===== src/rtl/div_request_scheduler_pkg.sv =====
// Shared types and constants for the divider request scheduler.
package div_sched_pkg;

    typedef enum logic [1:0] {
        ST_IDLE  = 2'd0,
        ST_ISSUE = 2'd1,
        ST_WAIT  = 2'd2,
        ST_RESP  = 2'd3
    } state_t;

    localparam logic [1:0] ERR_OK      = 2'b00;
    localparam logic [1:0] ERR_DIV0    = 2'b01;
    localparam logic [1:0] ERR_TIMEOUT = 2'b10;

    // Wide enough to hold 0..timeout so the final increment cannot wrap.
    function automatic int cnt_width(input int timeout);
        return (timeout < 1) ? 1 : $clog2(timeout + 1);
    endfunction

endpackage


===== src/rtl/div_request_scheduler_arbiter.sv =====
// Combinational round-robin pick: first set request at or after the pointer.
module div_rr_arbiter #(
    parameter int NREQ = 4,
    parameter int IW   = $clog2(NREQ)
) (
    input  logic [NREQ-1:0] req,
    input  logic [IW-1:0]   ptr,
    output logic [NREQ-1:0] grant,
    output logic [IW-1:0]   idx,
    output logic            any
);

    logic [IW-1:0] cand;

    always_comb begin
        grant = '0;
        idx   = '0;
        any   = 1'b0;
        cand  = '0;
        for (int k = 0; k < NREQ; k++) begin
            cand = IW'((int'(ptr) + k) % NREQ);
            if (!any && req[cand]) begin
                grant[cand] = 1'b1;
                idx         = cand;
                any         = 1'b1;
            end
        end
    end

endmodule


===== src/rtl/div_request_scheduler.sv =====
// Shares one iterative divider between NREQ requesters: round-robin grant,
// start pulse, bounded wait for completion, tagged response.
module div_request_scheduler
    import div_sched_pkg::*;
#(
    parameter int NREQ    = 4,
    parameter int W       = 4,
    parameter int TIMEOUT = 63
) (
    input  logic                     clk,
    input  logic                     rst,
    input  logic [NREQ-1:0]          req_valid,
    output logic [NREQ-1:0]          req_ready,
    input  logic [NREQ*W-1:0]        req_dividend,
    input  logic [NREQ*W-1:0]        req_divisor,
    output logic                     rsp_valid,
    input  logic                     rsp_ready,
    output logic [$clog2(NREQ)-1:0]  rsp_id,
    output logic [W-1:0]             rsp_quotient,
    output logic [W-1:0]             rsp_remainder,
    output logic [1:0]               rsp_err,
    output logic                     div_start,
    output logic [W-1:0]             div_dividend,
    output logic [W-1:0]             div_divisor,
    input  logic                     div_done,
    input  logic [W-1:0]             div_quotient,
    input  logic [W-1:0]             div_remainder,
    output logic                     busy
);

    localparam int IW    = $clog2(NREQ);
    localparam int CNT_W = cnt_width(TIMEOUT);

    state_t          state, state_nxt;
    logic [IW-1:0]   ptr;
    logic [CNT_W-1:0] cnt;

    logic [NREQ-1:0] arb_grant;
    logic [IW-1:0]   arb_idx;
    logic            arb_any;
    logic [W-1:0]    sel_dividend;
    logic [W-1:0]    sel_divisor;
    logic            timed_out;

    div_rr_arbiter #(
        .NREQ (NREQ),
        .IW   (IW)
    ) u_arb (
        .req   (req_valid),
        .ptr   (ptr),
        .grant (arb_grant),
        .idx   (arb_idx),
        .any   (arb_any)
    );

    assign sel_dividend = req_dividend[arb_idx*W +: W];
    assign sel_divisor  = req_divisor[arb_idx*W +: W];
    assign timed_out    = (cnt == CNT_W'(TIMEOUT - 1));

    // Grants only exist while IDLE; the RESP accept cycle never grants.
    assign req_ready    = (state == ST_IDLE) ? arb_grant : '0;
    assign div_start    = (state == ST_ISSUE);
    assign rsp_valid    = (state == ST_RESP);
    assign busy         = (state != ST_IDLE);

    always_comb begin
        state_nxt = state;
        case (state)
            ST_IDLE:  if (arb_any) state_nxt = (sel_divisor == '0) ? ST_RESP : ST_ISSUE;
            ST_ISSUE: state_nxt = ST_WAIT;
            ST_WAIT:  if (div_done || timed_out) state_nxt = ST_RESP;
            ST_RESP:  if (rsp_ready) state_nxt = ST_IDLE;
            default:  state_nxt = ST_IDLE;
        endcase
    end

    always_ff @(posedge clk) begin
        if (rst) begin
            state <= ST_IDLE;
            ptr   <= '0;
            cnt   <= '0;
        end else begin
            state <= state_nxt;
            if (state == ST_IDLE && arb_any)
                ptr <= IW'((int'(arb_idx) + 1) % NREQ);
            if (state == ST_ISSUE)
                cnt <= '0;
            else if (state == ST_WAIT)
                cnt <= cnt + 1'b1;
        end
    end

    // Operand capture at grant, result capture on completion or abort.
    always_ff @(posedge clk) begin
        if (rst) begin
            rsp_id        <= '0;
            div_dividend  <= '0;
            div_divisor   <= '0;
            rsp_quotient  <= '0;
            rsp_remainder <= '0;
            rsp_err       <= ERR_OK;
        end else begin
            case (state)
                ST_IDLE: begin
                    if (arb_any) begin
                        rsp_id       <= arb_idx;
                        div_dividend <= sel_dividend;
                        div_divisor  <= sel_divisor;
                        if (sel_divisor == '0) begin
                            rsp_quotient  <= '1;
                            rsp_remainder <= sel_dividend;
                            rsp_err       <= ERR_DIV0;
                        end
                    end
                end
                ST_WAIT: begin
                    if (div_done) begin
                        rsp_quotient  <= div_quotient;
                        rsp_remainder <= div_remainder;
                        rsp_err       <= ERR_OK;
                    end else if (timed_out) begin
                        rsp_quotient  <= '0;
                        rsp_remainder <= '0;
                        rsp_err       <= ERR_TIMEOUT;
                    end
                end
                default: ;
            endcase
        end
    end

endmodule


===== config.mk =====
export PLATFORM = sky130hd
export DESIGN_NAME = div_request_scheduler
export DESIGN_NICKNAME = d
export VERILOG_FILES = /design/src/rtl/div_request_scheduler_pkg.sv /design/src/rtl/div_request_scheduler_arbiter.sv /design/src/rtl/div_request_scheduler.sv
export SDC_FILE = /design/constraint.sdc
export NUM_CORES = 1
export LEC_CHECK = 0
export CORE_ASPECT_RATIO = 0.7
export CORE_MARGIN = 2
export CORE_UTILIZATION = 45
export CTS_BUF_LIST = sky130_fd_sc_hd__clkbuf_2
export DETAILED_ROUTE_END_ITERATION = 6
export HOLD_SLACK_MARGIN = 0.08
export PLACE_DENSITY = 0.79
export SKIP_CTS_REPAIR_TIMING = 1
export SLEW_MARGIN = 30
export SYNTH_ARGS = -nofsm -noshare
export SYNTH_HDL_FRONTEND = slang
export SYNTH_SLANG_ARGS = --single-unit

===== constraint.sdc =====
create_clock -name clk -period 4.4 [get_ports clk]
set_clock_uncertainty 0.1 [all_clocks]
set_input_delay 0.66 -clock clk [delete_from_list [all_inputs] [get_ports clk]]
set_output_delay 0.66 -clock clk [all_outputs]
set_load 0.005 [all_outputs]

==> qor.csv <==
stage,metric,value,unit
outcome,status,"finished, final reports clean",
finish,final net count,391,
die,starting density of the core,46.8,%
routing,routed length on met1,2.92,mm
cts,CTS Sinks,30,
critical_path,Register-to-Register Path Depth,10,
finish,area delta synth->final,36.9,%
finish,diode count,0,
synthesis,number of synthesized register bits,30,
routing,Via density,5.51,
cts,CTS max path bufs,2,
cts,clock root buffer,clkbuf_2,
cts,TritonCTS clock tree,yes,
cts,Num CTS Buffers,5,
synthesis,Mean Syn Cell Area,8.61,sq um
synthesis,top cell type's share of synthesized area,26.8,%
routing,drt total wl,6.18,mm
routing,drt first pass iters,4,
critical_path,startpoint class of the critical path,input pin,
critical_path,R2R Setup Slk,0.75,ns
timing,final setup margin,0.527,ns
routing,Routed Antenna Nets,0,
finish,Filler cells,423,
synthesis,register area share after synthesis,26.8,%
routing,met3 routed wirelength,511,um
timing,Least-Margin Pin Slew,0.608,ns
critical_path,Worst EP required,3.64,ns
die,Core Region,4780,sq um
place,Placed Instances,391,
critical_path,critical path arrival,3.11,ns
timing,Fin Setup TNS,0,ns
routing,DR WL/cell,15.5,um
timing,final hold vios,0,
grt,vias in the first global route,2066,
die,Die W,88.3,um
synthesis,mapped cell area,2240,sq um
timing,endpoints failing setup,0,
synthesis,Synth area leaders,"dfxtp_1 27%, ha_1 7.8%, nor2_1 4.7%",
critical_path,critical path endpoint category,output port,
power,peak supply drop,0.427,mV
timing,RSZ-0062 raised after global routing,no,
hold_path,HP Start,div_divisor[3],
flow_run,Max-Cap Viols,0,
critical_path,Reg2Reg Capture Point,rsp_remainder[2],
place,Place WS,0.320,ns
critical_path,maximum fanout along the worst path,9,
routing,via count,2193,
finish,share of layout cells above drive strength 1,9.73,%
place,# port buffers,74,
timing,Max Clk Rate,258,MHz
timing,Pins Over Slew Limit,0,
grt,GRT Residual Overflow,0,
die,Die Area,5560,sq um
synthesis,Post-synth EDFFs,0,
hold_path,worst hold endpoint,div_divisor[3],
place,GPL Wtd Cong,0.863,
power,Leak,1.21,nW
cts,Worst-path clk slew,0.18,ns
synthesis,post-synth cell types,57,
cts,worst skew pair latency,0.37,ns
synthesis,"Top FF cell, synth",dfxtp_1,
critical_path,reg2reg start,ptr[0],
die,Die Y,63.0,um
critical_path,Worst Setup Path Type,input pin to output port,
timing,max_slew headroom,59.5,%
timing,Tmin final,3.87,ns
routing,DR top layer,met4,
finish,most frequent cells in the layout,"73 x clkdlybuf4s50_1, 30 x dfxtp_1, 28 x nor2_1",
grt,largest net degree at the start of global routing,30,
synthesis,ys async rst share,0,%
timing,Tcrit/Tclk final,88.0,%
power,Power Density,722,nW/um^2
hold_path,worst min path class,register to register,
synthesis,cells after synthesis,260,
synthesis,largest area contributor in the netlist,dfxtp_1,
routing,# DRC,0,
grt,initial antenna violation count,0,
hold_path,Min-Delay Path Depth,2,
routing,met2 WL post-DR,2.71,mm
cts,htree depth,2,
grt,Total GRT Usage,22.6,%
place,HPWL Detailed,4.68,mm
die,Rows,21,
synthesis,YS warnings,0,
routing,drt initial violations,134,
finish,final cell count without fillers,398,
die,Ports,75,
synthesis,Post-Syn Nets,322,
finish,"commonest non-fill, non-tap cell in the layout",clkdlybuf4s50_1,
grt,first-pass GRT wire length,9.89,mm
==> registers in the layout, indices dropped and copies added (netlist names) <==
register and count:
div_dividend 4, div_divisor 4, rsp_err 2, rsp_id 2, rsp_quotient 4, cnt 6, state 2, ptr 2
rsp_remainder 4
==> area by class of cell <==
cell class                      instances  area [sq um]  area share [%]
Multi-Input combinational cell        193          1470            47.9
Timing Repair Buffer                   80           781            25.5
Sequential cell                        30           601            19.6
Tap cell                               69          86.3            2.82
Inverter                               19          71.3            2.33
Clock inverter                          2          33.8            1.10
Clock buffer                            5          25.0           0.817
==> per-layer routing <==
metal | vias to the layer above | track usage [%]
met3 | 5 | 6.34
met4 | 0 | 4.55
li1 | 1080 | -
met5 | - | 0
met1 | 1034 | 32.6
met2 | 74 | 33.6
==> worst max-delay path: stages <==
cell and delay, ns:
clkdlybuf4s50_1 0.53, mux4_2 0.65, nor3_2 0.23, and2_1 0.29, a221oi_1 0.14, nor2_1 0.10
clkdlybuf4s50_1 0.51
==> logic make-up after synthesis <==
family,after synthesis,share of synthesized area [%]
adders and majority gates,14,7.83
and+or+nand+nor,81,17.7
buffers and inverters,37,7.66
muxes,18,11.4
DFF,30,26.8
AOI/OAI and AO/OA,74,26.2
xor gates and xnor gates,6,2.35
==> stage by stage <==
| step | instance area, sq um | power [mW] | hold slack, ns | utilization [%] |
|---|---|---|---|---|
| global route | 3060 | 2.38 | 0.416 | 64.1 |
| floorplan | 2240 | 1.57 | 0.353 | - |
| global placement | 3010 | 1.98 | 0.361 | 63.0 |
| finish | 3060 | 2.21 | 0.382 | 64.1 |
| detailed placement | 3010 | 2.00 | 0.366 | 63.0 |
| CTS | 3070 | 2.20 | 0.388 | 64.2 |
==> cells in the mapped netlist (2+ instances only) <==
| cell | instances |
|---|---|
| a31oi_1 | 2 |
| a211oi_1 | 6 |
| nand4_1 | 2 |
| a21oi_1 | 16 |
| a21boi_0 | 5 |
| a22oi_1 | 5 |
| nand3b_1 | 2 |
| nor2_1 | 28 |
| buf_6 | 2 |
| mux2_4 | 4 |
| xnor2_1 | 3 |
| a211o_1 | 5 |
| a32o_1 | 2 |
| o211ai_1 | 7 |
| mux2i_1 | 9 |
| inv_1 | 17 |
| and2_1 | 3 |
| a221oi_1 | 8 |
| nor2b_1 | 6 |
| o21ai_1 | 2 |
| dfxtp_1 | 30 |
| nand2_1 | 14 |
| xor2_1 | 3 |
| clkbuf_1 | 8 |
| o21ai_0 | 3 |
| mux4_2 | 3 |
| buf_2 | 5 |
| buf_1 | 2 |
| nand2b_1 | 3 |
| nand3_1 | 15 |
| ha_1 | 14 |
==> power breakdown <==
group          internal [mW]  switching (mW)
Clock                 0.0915           0.100
Sequential             0.361          0.0544
Combinational          0.747           0.859
==> how the worst max path moves through the flow <==
stage | from | end | slack (ns)
after floorplan | ptr[0] | rsp_remainder[0] | 0.83
after global placement | req_valid[2] | rsp_remainder[0] | 0.42
after detailed placement | req_valid[2] | rsp_remainder[2] | 0.32
after CTS | req_valid[2] | req_ready[0] | 0.55
after global routing | req_valid[3] | req_ready[2] | 0.37
final | req_valid[2] | req_ready[0] | 0.53
Note: power is estimated with default switching activity, not from simulation.
